[src/rtl/gpr_wb_sched.sv]
// rtl/gpr_wb_sched.sv - GPR write-port scheduler: pipeline write-back vs queued long-latency results
module gpr_wb_sched #(
    parameter int FIFO_DEPTH = 4,
    parameter int STARVE_MAX = 8,
    parameter int REG_NUM    = 32
) (
    input  logic        clk,
    input  logic        reset,
    input  logic        a_we_,
    input  logic [4:0]  a_addr,
    input  logic [31:0] a_data,
    input  logic        b_req,
    input  logic [4:0]  b_addr,
    input  logic [31:0] b_data,
    output logic        b_ack,
    input  logic        rsv_valid,
    input  logic [4:0]  rsv_addr,
    output logic        rsv_busy,
    input  logic [4:0]  rd_addr_0,
    output logic        rd_busy_0,
    input  logic [4:0]  rd_addr_1,
    output logic        rd_busy_1,
    output logic        wb_stall,
    output logic        gpr_we_,
    output logic [4:0]  gpr_wr_addr,
    output logic [31:0] gpr_wr_data,
    output logic        sched_idle
);

    localparam int PW = (FIFO_DEPTH > 1) ? $clog2(FIFO_DEPTH) : 1;
    localparam int SW = (STARVE_MAX > 1) ? $clog2(STARVE_MAX) : 1;
    localparam logic [PW:0]   FULL_CNT    = (PW+1)'(FIFO_DEPTH);
    localparam logic [SW-1:0] STARVE_LAST = SW'(STARVE_MAX - 1);

    logic [4:0]          fifo_addr [FIFO_DEPTH];
    logic [31:0]         fifo_data [FIFO_DEPTH];
    logic [PW-1:0]       wr_ptr;
    logic [PW-1:0]       rd_ptr;
    logic [PW:0]         count;
    logic [REG_NUM-1:0]  busy;
    logic [REG_NUM-1:0]  set_mask;
    logic [REG_NUM-1:0]  clr_mask;
    logic [SW-1:0]       starve_cnt;

    logic fifo_empty;
    logic fifo_full;
    logic a_sel;
    logic push;
    logic pop;
    logic hold;
    logic [4:0]  head_addr;
    logic [31:0] head_data;

    assign fifo_empty = (count == '0);
    assign fifo_full  = (count == FULL_CNT);
    assign a_sel      = !a_we_;
    assign b_ack      = !fifo_full;
    assign push       = b_req && !fifo_full;
    // Queued results are discarded by reset, so the head never reaches the port during reset
    assign pop        = !reset && a_we_ && !fifo_empty;
    // A owns the port while a result is waiting: the starvation condition
    assign hold       = a_sel && !fifo_empty;
    assign head_addr  = fifo_addr[rd_ptr];
    assign head_data  = fifo_data[rd_ptr];

    assign rsv_busy   = busy[rsv_addr];
    assign rd_busy_0  = busy[rd_addr_0];
    assign rd_busy_1  = busy[rd_addr_1];
    assign sched_idle = fifo_empty && (busy == '0);

    // Write-port mux: pipeline first, then the FIFO head, else idle with zeroed address/data
    always_comb begin
        gpr_we_     = 1'b1;
        gpr_wr_addr = 5'd0;
        gpr_wr_data = 32'd0;
        if (a_sel) begin
            gpr_we_     = 1'b0;
            gpr_wr_addr = a_addr;
            gpr_wr_data = a_data;
        end else if (pop) begin
            gpr_we_     = 1'b0;
            gpr_wr_addr = head_addr;
            gpr_wr_data = head_data;
        end
    end

    // Result storage; contents are don't-care outside the valid window, so no reset
    always_ff @(posedge clk) begin
        if (push) begin
            fifo_addr[wr_ptr] <= b_addr;
            fifo_data[wr_ptr] <= b_data;
        end
    end

    // FIFO pointers and occupancy; pointers wrap naturally since the depth is a power of 2
    always_ff @(posedge clk) begin
        if (reset) begin
            wr_ptr <= '0;
            rd_ptr <= '0;
            count  <= '0;
        end else begin
            if (push) wr_ptr <= wr_ptr + 1'b1;
            if (pop)  rd_ptr <= rd_ptr + 1'b1;
            case ({push, pop})
                2'b10:   count <= count + 1'b1;
                2'b01:   count <= count - 1'b1;
                default: count <= count;
            endcase
        end
    end

    // Scoreboard set/clear masks for this cycle
    always_comb begin
        set_mask = '0;
        clr_mask = '0;
        if (rsv_valid) set_mask[rsv_addr]  = 1'b1;
        if (pop)       clr_mask[head_addr] = 1'b1;
    end

    // Scoreboard update; a new reservation wins over a retiring result to the same register
    always_ff @(posedge clk) begin
        if (reset) begin
            busy <= '0;
        end else begin
            busy <= (busy & ~clr_mask) | set_mask;
        end
    end

    // Starvation counter and single-cycle wb_stall pulse that forces one drain slot
    always_ff @(posedge clk) begin
        if (reset) begin
            starve_cnt <= '0;
            wb_stall   <= 1'b0;
        end else begin
            if (fifo_empty || pop) begin
                starve_cnt <= '0;
            end else if (hold && (starve_cnt != STARVE_LAST)) begin
                starve_cnt <= starve_cnt + 1'b1;
            end
            wb_stall <= hold && (starve_cnt == STARVE_LAST);
        end
    end

endmodule

[config.mk]
export PLATFORM = sky130hd
export DESIGN_NAME = gpr_wb_sched
export DESIGN_NICKNAME = d
export VERILOG_FILES = /design/src/rtl/gpr_wb_sched.sv
export SDC_FILE = /design/constraint.sdc
export NUM_CORES = 1
export LEC_CHECK = 0
export CORE_UTILIZATION = 35
export CTS_CLUSTER_SIZE = 28
export DETAILED_ROUTE_END_ITERATION = 16
export PLACE_DENSITY = 0.54
export SKIP_CTS_REPAIR_TIMING = 1
export SYNTH_ARGS = -nofsm -noshare
export SYNTH_HDL_FRONTEND = slang
export SYNTH_SLANG_ARGS = --single-unit
export TNS_END_PERCENT = 5
[constraint.sdc]
create_clock -name clk -period 2.9 [get_ports clk]
set_clock_uncertainty 0.05 [all_clocks]
set_input_delay 0.435 -clock clk [delete_from_list [all_inputs] [get_ports clk]]
set_output_delay 0.435 -clock clk [all_outputs]
set_load 0.01 [all_outputs]
* Word-level counts from Yosys, hierarchy flattened
Memories as Yosys holds them, arrays and structs flattened. A register that Yosys moved wholly into a read port is not among the register bits.
Index checks and enable logic that the tools add are counted.
W data, S select, Z words.
** Storage, ports and cells
- Flip-flop bits (word level) :: 43
- RAM bits :: 148
- Bits of input ports :: 94
- Output and inout port bits :: 44
- Word-level logic and storage cells :: 70
- Memories kept :: 2
** Memories
- fifo_data :: words 4, bits a word 32, rd ports 1, clocked after memory_dff 1, write ports 1, RTL line 36 : logic [31:0] fifo_data [FIFO_DEPTH];
- fifo_addr :: words 4, bits a word 5, rd ports 1, clocked after memory_dff 1, write ports 1, RTL line 35 : logic [4:0] fifo_addr [FIFO_DEPTH];
** Operators by class
- Add/sub/neg operators :: 5
- Order comparisons :: 6
- Eq/ne operators :: 5
- Mux-type cells :: 25
- Bitwise operators :: 3
- Reduce and logical (&&, ||, !) cells :: 18
** Operator list (count)
- $mux W32 :: 4
- $and A32 B32 Y32 :: 1
- $logic_not A32 Y1 :: 1
- $not A32 Y32 :: 1
- $or A32 B32 Y32 :: 1
- $lt A5 B6 Y1 const B :: 4
- $bmux W1 S5 :: 3
- $demux W1 S5 :: 2
- $ge A5 B1 Y1 const B :: 2
- $mux W5 :: 2
- $logic_and A1 B1 Y1 :: 9
- $mux W1 :: 9
- $mux W2 :: 4
- $add A3 B1 Y3 const B :: 2
- $eq A3 B3 Y1 const B :: 2
- $pmux W3 S2 :: 1
- $add A2 B1 Y2 const B :: 2
- $logic_not A1 Y1 :: 4
- $logic_not A3 Y1 :: 1
- $ne A3 B3 Y1 const B :: 1
- $sub A3 B1 Y3 const B :: 1
- $eq A2 B1 Y1 const B :: 1
- $eq A2 B2 Y1 const B :: 1
- $reduce_bool A2 Y1 :: 1
- other kinds (2) :: 2

* Depth between registers and ports, before layout
Gate-level depths: netlist of the first run.
- Depth after elaboration :: 8
- Gate-level depth with buffers :: 9
- Mapped depth without buffers :: 9

* Least setup slack after synthesis of the first run
No wires, ideal clock.
- Path kind :: input to register
- From :: in reset
- To :: reg count[2]
- Library setup time :: 0.070 ns
- Arrival time :: 2.261 ns
- Data required time :: 2.780 ns
- Setup slack :: 0.519 ns
- Cell stages on the path :: 9
- Path buffers :: 2
- Cell sequence :: clkbuf_1 -> nor2_1 -> clkbuf_1 -> ha_1 -> inv_1 -> fa_1 -> xor2_1 -> or3_1 -> a21oi_1
** On the way
- Cells in the longest elaborated chain, start to end :: 5
- Elaborated cells on any way between the ends :: 7
- Classes of those cells :: 2 x eq/ne; 1 x mux; 4 x reduce/logical
** RTL lines
- start: declaration :: RTL line 8 : input logic reset,
- $logic_not A1 Y1 * :: RTL line 60 : assign pop = !reset && a_we_ && !fifo_empty;
- $logic_and A1 B1 Y1 * (2 in series) :: RTL line 60
- named net pop :: RTL line 49 : logic pop;
- $eq A2 B1 Y1 / $eq A2 B2 Y1 (equally long branches) :: RTL line 104 : case ({push, pop})
- $pmux W3 S2 / $reduce_bool A2 Y1 (equally long branches)
- end signal: assignment :: RTL line 105 : 2'b10: count <= count + 1'b1;
- end signal: assignment :: RTL line 106 : 2'b01: count <= count - 1'b1;
- end signal: assignment :: RTL line 107 : default: count <= count;
- end: declaration :: RTL line 39 : logic [PW:0] count;
The timed path passes the listed nets; every way through them passes the cells marked *.
A chain may end at the register's enable or synchronous reset.

* Worst setup path in the final report of the first run
- From :: in rd_addr_0[2]
- To :: out rd_busy_0
** On the way
- Cells in the longest elaborated chain, start to end :: 2
** RTL lines
- start: declaration :: RTL line 19 : input logic [4:0] rd_addr_0,
- $bmux W1 S5 :: RTL line 67 : assign rd_busy_0 = busy[rd_addr_0];
- $mux W1 (implied by the code) :: RTL line 67
- end: declaration :: RTL line 20 : output logic rd_busy_0,
Every way passes these cells. The select of a mux whose other input is x is not followed.

==> summary.md, run 1 <==
| Metric | Value |
|---|---|
| Clk_lat worst skew | 420 ps |
| Final nets | 891 |
| Syn Inst Count | 629 |
| Post-synth EDFFs | 148 |
| Hold Crit Depth | 2 |
| Reg power frac | 47.9% |
| Internal | 4.979 mW |
| Placed Area | 10,540 sq um |
| Final setup viols | 0 |
| Met3 usage | 3.736% |
| Min Hold Slack | 453.2 ps |
| Via density per instance | 5.220 |
| Avg WL per Cell | 18.97 microns |
| Final hold violations | 0 |
| H-tree depth | 4 |
| Synthesis-to-finish area growth | 30.92% |
| DRC errors left | 0 |
| Mean Syn Cell Area | 13.67 sq um |
| Met2 Usage GRT | 28.63% |
| RePlAce Congestion | 0.8543 |
| Post-DP HPWL | 14,820 microns |
| Layout cells sized above 1 | 17.21% |
| Clock power frac | 35.0% |
| Static Leak | 3.894 nW |
| CTS tree | done |
| Setup WS post-layout | 57.40 ps |
| Initial DRC Count | 352 |
| CP Max Fanout | 6 |
| Top-count cell post-synth | edfxtp_1 |
| Highest clock rate | 351.8 MHz |
| Status | completed |
| NetSw | 1.731 mW |
| Max-Slew Margin vs Limit | 55.40% |
| Crit. Startpoint | rd_addr_0[2] |
| Initial antenna violation count | 1 |
| PwrDens | 596.1 nW/um^2 |
| ANT nets after route | 0 |
| Num CTS Buffers | 17 |
| Top cells by count, synth | edfxtp_1 (148), nand2_1 (77), mux4_2 (55), inv_1 (49), o21ai_0 (46) |
| Largest net degree at the start of global routing | 40 |
| Die Width | 158.7 microns |
| Syn nets | 731 |
| Pre-Repair DR Iteration Count | 4 |
| Die height | 158.7 microns |
| R2r worst-path depth | 9 |
| Tcrit/Tclk final | 98.02% |
| Vias in the first global route | 5,965 |
| Worst VDD drop | 0.0004229 V |
| GRT overflow | 0 |
| Hold WC Path Type | reg2reg |
| Clock slew at reported path FFs | 70 ps |
| Grt peak-use layer | met2 |
| Combinational power share | 17.1% |
| Max Cap Viol | 0 |
| Yosys reg bits | 193 |
| Buffer depth of the longest clock path | 2 |
| Worst reg2reg setup slack | 270 ps |
| Fin crit period | 2843 ps |
| Worst Setup Path Type | in2out |
| Top_reg_cell synth | edfxtp_1 |
| Reg2reg start | count[2] |
| Ranking of synthesized cells by area | edfxtp_1 (52%), mux4_2 (14%), dfxtp_1 (10%), nand2_1 (3.4%), o21ai_0 (2.7%) |
| Worst reg2reg path endpoint | count[2] |
| Net Sw Frac | 25.80% |
| CP endpoint kind | output pin |
| Post-route cell area | 11,260 sq um |
| FFs w/ async S/R, synth | 0% |
| Top cell type's share of synthesized area | 51.69% |
| RSZ-0062 raised after global routing | yes |
| # port buffers | 137 |
| Core area | 23,750 sq um |
| Gr usage total | 16.91% |
| Clk root buf | clkbuf_16 |
| # rows | 56 |
| Synth Cell Area | 8598 sq um |
| Pre-CTS setup slack | -105.5 ps |
| Final slew viol count | 0 |
| CP startpoint kind | input pin |
| Via count | 5,857 |
| Die area | 25,200 sq um |
| Largest area contributor in the netlist | edfxtp_1 |
| Clock Sink Count | 193 |
| Crit path DAT | 2360 ps |
| Initial Utilization | 36.20% |
| Unique cell type count in the Yosys netlist | 40 |
| Critical path data required time | 2410 ps |
| Worst Setup EP | rd_busy_0 |
| Final wirelength | 21,280 microns |
| Worst Tran Pin Value | 666.5 ps |
| Post-route setup TNS | 0 ps |
| I/O pins | 138 |
| Met1 Usage GRT | 21.53% |
| Register area share after synthesis | 62.17% |
| Ys Warns | 0 |
| First-pass GRT wire length | 32,920 microns |
## layout make-up
cell class	instances	area [sq um]
Fill cell	2110	12500
Sequential cell	193	5350
Multi-Input combinational cell	353	2950
Timing Repair Buffer	175	1758
Clock buffer	17	425.4
Tap cell	319	399.1
Clock inverter	15	187.7
Inverter	49	183.9
Antenna cell	1	2.502
## stage by stage
stage	util, %	power [mW]	std cells
floorplan	-	3.851	629
global placement	44.39	4.374	1085
detailed placement	44.39	4.394	1085
CTS	46.97	6.741	1117
global route	47.38	6.977	1121
finish	47.39	6.710	1122
## worst min path at each step
stage	startpoint	end	slack (ps)
6_report	wr_ptr[1]	wr_ptr[1]	450
5_1_grt	wr_ptr[1]	wr_ptr[1]	480
4_1_cts	wr_ptr[1]	wr_ptr[1]	460
3_5_place_dp	wr_ptr[1]	wr_ptr[1]	450
3_3_place_gp	starve_cnt[1]	starve_cnt[1]	430
2_1_floorplan	starve_cnt[1]	starve_cnt[1]	420
## layout by cell type, fill, tap and decap left out, types with 6 or more instances in the layout
cell and n:
inv_1 49, nand3_1 8, buf_4 31, o21ai_1 24
nor2_1 15, ha_1 7, a21oi_1 35, mux2i_1 14
o211ai_1 6, edfxtp_1 148, nand2_1 77, nor4_1 8
o21ai_0 46, mux4_2 55, dlymetal6s2s_1 7, clkdlybuf4s50_1 130
dfxtp_1 43, clkbuf_16 18
## critical path: stages
cell and delay (ps):
clkdlybuf4s50_1 580, buf_4 200, mux4_2 300, o211ai_1 200, nand4_1 140, clkdlybuf4s50_1 500
## flip-flops by register name (all words and copies together) (netlist names), named ones only
register	count
count	3
wb_stall	1
fifo_addr	20
starve_cnt	3
wr_ptr	2
busy	32
rd_ptr	2
fifo_data	128
## power by group through the flow
stage                     Clock, mW  Sequential (mW)  Combinational [mW]
after floorplan                   0             3.25               0.604
after global placement            0             3.26                1.11
after detailed placement          0             3.27                1.12
after CTS                      2.40             3.21                1.13
after global routing           2.51             3.23                1.24
final                          2.35             3.21                1.15
## logic make-up after synthesis
family / Yosys count / synth area share (%)
and+or+nand+nor: 146 / 8.222
buffers and inverters: 83 / 3.827
adders and majority gates: 8 / 1.251
AOI/OAI and AO/OA: 122 / 7.625
xor gates and xnor gates: 6 / 0.6113
DFF: 193 / 62.17
muxes: 71 / 16.30
## layer usage
layer	up-vias	routed length, microns
met2	158	10600
li1	2710	-
met4	2	337
met3	32	975
met5	-	13
met1	2955	9354
(Power assumes the default switching activity.)
==> inputs of run 2 (changes only) <==
--- a/config.mk
+++ b/config.mk
@@ -13,4 +13,4 @@
 export SYNTH_ARGS = -nofsm -noshare
 export SYNTH_HDL_FRONTEND = slang
 export SYNTH_SLANG_ARGS = --single-unit
-export TNS_END_PERCENT = 5
+export TNS_END_PERCENT = 30
==> run 2 against run 1 <==
Compared with the run above:
- hold slack gained 4.8 ps
- die area unchanged
- non-clock buffer count did not move
- utilization barely moved
- count of clock-buffer cells in the layout is the same
- global-route usage did not move
- flip-flop and latch count did not move
- largest power group unchanged
==> summary.md, run 2 (synthesized netlist as in run 1, its figures left out) <==
| Metric | Value |
|---|---|
| Core area | 23,750 sq um (unchanged) |
| Gr usage total | 16.91% (unchanged) |
| Fin crit period | 2845 ps (+2.555 ps) |
| Synthesis-to-finish area growth | 30.86% (about the same) |
| CTS tree | done |
| PwrDens | 596.6 nW/um^2 (about the same) |
| GRT overflow | 0 (unchanged) |
| First-pass GRT wire length | 32,920 microns (unchanged) |
| Crit path largest cell delay | 580 ps (about the same) |
| Vias in the first global route | 5,965 (unchanged) |
| Layout cells sized above 1 | 17.21% (unchanged) |
| Post-route setup TNS | 0 ps (unchanged) |
| Commonest non-fill, non-tap cells in the layout | edfxtp_1 (148), clkdlybuf4s50_1 (132), nand2_1 (77) |
| DRC errors left | 0 (unchanged) |
| Clk root buf | clkbuf_16 |
| Final hold violations | 0 (unchanged) |
| RePlAce Congestion | 0.8543 (unchanged) |
| Fill cells | 2,108 (-0.095%) |
| Highest clock rate | 351.5 MHz (about the same) |
| Largest net degree at the start of global routing | 40 (unchanged) |
| ANT nets after route | 0 (unchanged) |
| RSZ-0062 raised after global routing | yes |
| Pre-Repair DR Iteration Count | 5 (+1) |
| # rows | 56 (unchanged) |
| Final slew viol count | 0 (unchanged) |
| Reg with most FFs | fifo_data |
| Area of the multi-input gates | 2950 sq um (unchanged) |
| Final wirelength | 21,200 microns (-0.38%) |
| Critical path data required time | 2410 ps (about the same) |
| Final nets | 891 (unchanged) |
| Worst Setup Path Type | in2out |
| Non-filler instance count after layout | 1,122 (unchanged) |
| Worst Tran Pin Value | 672.6 ps (+6.060 ps) |
| Sequential Area | 5350 sq um (unchanged) |
| Crit path top cell by count | clkdlybuf4s50_1 |
| Crit path DAT | 2360 ps (about the same) |
| I/O pins | 138 (unchanged) |
| Static Leak | 3.867 nW (-0.68%) |
| Die height | 158.7 microns (unchanged) |
| Via count | 5,839 (-0.31%) |
| Crit-path slowest cell | clkdlybuf4s50_1 |
| Tcrit/Tclk final | 98.11% (about the same) |
| Avg WL per Cell | 18.90 microns (-0.38%) |
| Hold WC Path Type | reg2reg |
| Max Cap Viol | 0 (unchanged) |
| Max-Slew Margin vs Limit | 55.00% (-0.41 points) |
| Buffer depth of the longest clock path | 2 (unchanged) |
| Worst VDD drop | 0.0004233 V (+0.10%) |
| Clock Sink Count | 193 (unchanged) |
| Die area | 25,200 sq um (unchanged) |
| Clock slew at reported path FFs | 70 ps (about the same) |
| CP Max Fanout | 6 (unchanged) |
| CP startpoint kind | input pin |
| Clk_lat worst skew | 420 ps (about the same) |
| Initial Utilization | 36.20% (unchanged) |
| Largest regs | fifo_data x128, busy x32, fifo_addr x20 |
| Initial DRC Count | 328 (-6.8%) |
| Number of flip-flops in the largest register | 128 (unchanged) |
| H-tree depth | 4 (unchanged) |
| Die Width | 158.7 microns (unchanged) |
| CP cell instances | clkdlybuf4s50_1, buf_4, mux4_2, o211ai_1, nand4_1, clkdlybuf4s50_1 |
| Via density per instance | 5.204 (-0.31%) |
| Cell family with most CP delay | buffers and inverters |
| # port buffers | 137 (unchanged) |
| Post-DP HPWL | 14,820 microns (unchanged) |
| Num CTS Buffers | 17 (unchanged) |
| Final setup viols | 0 (unchanged) |
| CP endpoint kind | output pin |
| Most common cell after layout, fill and taps aside | edfxtp_1 |
| Placed cells | 1,085 (unchanged) |
| Status | completed |
| Initial antenna violation count | 1 (unchanged) |
| Buf/Inv on CP | 3 (unchanged) |
## run 2: cell count changes in the layout (fill, tap and decap cells not counted)
cell,before,now
clkdlybuf4s50_1,130,132
dlymetal6s2s_1,7,5
## run 2: path summary, 6_finish.rpt
check | start | end | slack, ps | depth (start not counted)
hold / removal | wr_ptr[1] | wr_ptr[1] | 460 | 2
setup / recovery | rd_addr_0[2] | rd_busy_0 | 50 | 6
hold reg to reg | wr_ptr[1] | wr_ptr[1] | 460 | 2
setup reg to reg | count[2] | count[2] | 270 | 9
## run 2: metrics by stage
step | cell area (sq um) | setup WS (ps) | utilization [%] | total power, mW | hold WS [ps]
2_1_floorplan | 8598 | 518.8 | - | 3.851 | 417.6
3_5_place_dp | 10540 | -105.5 | 44.39 | 4.394 | 450.1
5_1_grt | 11250 | -27.64 | 47.36 | 6.978 | 478.6
6_report | 11250 | 54.85 | 47.37 | 6.713 | 458.1
3_3_place_gp | 10540 | -104.4 | 44.39 | 4.374 | 427.2
4_1_cts | 11160 | -118.1 | 46.97 | 6.741 | 460.2
## run 2: where the power goes
group / internal, mW / leakage [nW] / switching, mW
logic: 0.591 / 1.85 / 0.556
clock network: 1.24 / 0.298 / 1.11
registers: 3.14 / 1.72 / 0.0683
total: 4.98 / 3.87 / 1.73
## run 2: area by class of cell
class                   count  share of cell area (%)
multi-input cells         353                   26.22
repair buffers            175                   15.58
inverters                  49                   1.635
well taps                 319                   3.547
clock buffers              17                   3.781
diodes                      1                 0.02224
clock inverters            15                   1.668
flip-flops and latches    193                   47.55
## run 2: layer usage
metal	global-route usage [%]	part of all wire, %	vias up
met5	0	0.061	-
met4	5.163	1.5	2
met3	3.736	5.4	29
met2	28.63	50	197
met1	21.53	43	2903
li1	-	-	2708
## run 2: worst register-to-register path: cells and delay by family, from the launching register on
kind,cells,cell delay [ps]
simple gates,3,1010
fa+ha+maj,2,580
flops,1,440
xor+xnor,1,170
buf+inv,2,160
compound gates,1,150
==> inputs of run 3 (changes only) <==
--- a/config.mk
+++ b/config.mk
@@ -8,7 +8,7 @@
 export CORE_UTILIZATION = 35
 export CTS_CLUSTER_SIZE = 28
 export DETAILED_ROUTE_END_ITERATION = 16
-export PLACE_DENSITY = 0.54
+export PLACE_DENSITY_LB_ADDON = 0.25
 export SKIP_CTS_REPAIR_TIMING = 1
 export SYNTH_ARGS = -nofsm -noshare
 export SYNTH_HDL_FRONTEND = slang
==> run 3 against run 2 <==
Compared with the run above:
- final cell count shrank 0.62%
- hold slack lost 2.3 ps
- critical path depth decreased by 1
- maximum frequency fell by 0.71%
- clock power decreased by 6%
- flip-flop and latch count is the same
- sequential share of layout area up 0.32 points
- final area down 0.62%
- critical path type unchanged
- critical endpoint is now rd_busy_1
- largest cell class unchanged
- highest routed layer unchanged
==> summary.md, run 3 (synthesized netlist as in run 1, its figures left out) <==
| Metric | Value |
|---|---|
| Worst Tran Pin Value | 628.2 ps (-44.34 ps) |
| Fin crit period | 2866 ps (+20.45 ps) |
| RePlAce Congestion | 1.022 (+20%) |
| Worst reg2reg setup slack | 270 ps (about the same) |
| Antenna diodes | 0 (-1) |
| Die Width | 158.7 microns (unchanged) |
| RSZ-0062 raised after global routing | yes |
| Synthesis-to-finish area growth | 30.05% |
| Number of flip-flops in the largest register | 128 (unchanged) |
| CP Max Fanout | 4 (-2) |
| Commonest non-fill, non-tap cells in the layout | edfxtp_1 (148), clkdlybuf4s50_1 (128), nand2_1 (77) |
| Clk_lat worst skew | 430 ps (about the same) |
| Crit path DAT | 2380 ps (+20 ps) |
| Most common cell after layout, fill and taps aside | edfxtp_1 |
| Worst reg2reg path endpoint | count[2] |
| Worst VDD drop | 0.0004480 V (+5.8%) |
| Initial Utilization | 36.20% (unchanged) |
| Final slew viol count | 0 (unchanged) |
| Clock slew at reported path FFs | 70 ps (about the same) |
| Pre-Repair DR Iteration Count | 5 (unchanged) |
| GRT overflow | 0 (unchanged) |
| Vias in the first global route | 6,093 (+2.1%) |
| Max Cap Viol | 0 (unchanged) |
| Total Power | 6.561 mW (-2.3%) |
| Min Hold Slack | 455.8 ps (-2.286 ps) |
| ANT nets after route | 0 (unchanged) |
| R2r worst-path depth | 9 (unchanged) |
| Post-route core utilization | 47.08% (-0.30 points) |
| Tcrit/Tclk final | 98.81% (+0.71 points) |
| Clock Sink Count | 193 (unchanged) |
| Final hold violations | 0 (unchanged) |
| Hold Crit Depth | 2 (unchanged) |
| Static Leak | 3.866 nW (about the same) |
| # port buffers | 137 (unchanged) |
| Initial antenna violation count | 1 (unchanged) |
| Highest clock rate | 349.0 MHz (-0.71%) |
| Fill cells | 2,054 (-2.6%) |
| Largest regs | fifo_data x128, busy x32, fifo_addr x20 |
| Post-route cell area | 11,180 sq um (-0.62%) |
| CP startpoint kind | input pin |
| Layout cells sized above 1 | 16.33% (-0.88 points) |
| Clk root buf | clkbuf_16 |
| Num CTS Buffers | 17 (unchanged) |
| Die height | 158.7 microns (unchanged) |
| Largest net degree at the start of global routing | 46 (+15%) |
| PwrDens | 586.8 nW/um^2 (-1.6%) |
| CP endpoint kind | output pin |
| Final setup viols | 0 (unchanged) |
| Worst Setup Path Type | in2out |
| Max-Slew Margin vs Limit | 57.96% (+3.0 points) |
| Die area | 25,200 sq um (unchanged) |
| Placed Area | 10,580 sq um (+0.33%) |
| Reg with most FFs | fifo_data |
| Via count | 5,903 (+1.1%) |
| H-tree depth | 4 (unchanged) |
| First-pass GRT wire length | 33,480 microns (+1.7%) |
| Reg2reg start | count[2] |
| Final nets | 885 (-0.67%) |
| Via density per instance | 5.294 (+1.7%) |
| # rows | 56 (unchanged) |
| Status | completed |
| I/O pins | 138 (unchanged) |
| Initial DRC Count | 388 (+18%) |
| Hold endpoint | wr_ptr[1] |
| DRC errors left | 0 (unchanged) |
| Critical path data required time | 2410 ps (about the same) |
| Post-DP HPWL | 14,590 microns (-1.6%) |
| Avg WL per Cell | 19.01 microns (+0.59%) |
| Buffer depth of the longest clock path | 2 (unchanged) |
| Gr usage total | 17.30% (+0.38 points) |
| Post-route setup TNS | 0 ps (unchanged) |
| Core area | 23,750 sq um (unchanged) |
| Hold_sp | wr_ptr[1] |
| Hold WC Path Type | reg2reg |
| Final wirelength | 21,200 microns (about the same) |
| CTS tree | done |
run 3: worst max path at each step:
stage / start / endpoint / depth (start not counted)
2_1_floorplan: reset / count[2] / 9
3_3_place_gp: rsv_addr[0] / rsv_busy / 6
3_5_place_dp: rsv_addr[0] / rsv_busy / 6
4_1_cts: flop / gpr_wr_data[2] / 5
5_1_grt: flop / gpr_wr_data[27] / 5
6_report: rd_addr_1[1] / rd_busy_1 / 5
run 3: final cells by class:
| class | count | area, sq um | area share, % |
|---|---|---|---|
| Sequential cell | 193 | 5353 | 47.87 |
| Multi-Input combinational cell | 353 | 2942 | 26.31 |
| Timing Repair Buffer | 169 | 1745 | 15.61 |
| Clock buffer | 19 | 432.9 | 3.872 |
| Tap cell | 319 | 399.1 | 3.569 |
| Inverter | 49 | 183.9 | 1.645 |
| Clock inverter | 13 | 126.4 | 1.130 |
run 3: worst max-delay path: stages:
cell	delay (ps)
clkdlybuf4s50_1	610
mux4_2	540
o211ai_1	170
nand4_1	120
clkdlybuf4s50_1	500
run 3: power breakdown:
part,switching [mW],internal [mW]
clock,1.02,1.20
sequential,0.0738,3.15
combinational,0.541,0.578
run 3: metal layers:
layer  GRT usage [%]  part of all wire, %
met5               0                0.061
met4           5.869                  1.3
met3           3.683                  6.8
met2           29.05                   50
met1           22.07                   42
run 3: stage by stage:
stage	instances	setup WS, ps
floorplan	629	518.8
global placement	1083	-78.21
detailed placement	1083	-95.68
CTS	1115	-142.9
global route	1115	-21.22
finish	1115	34.40
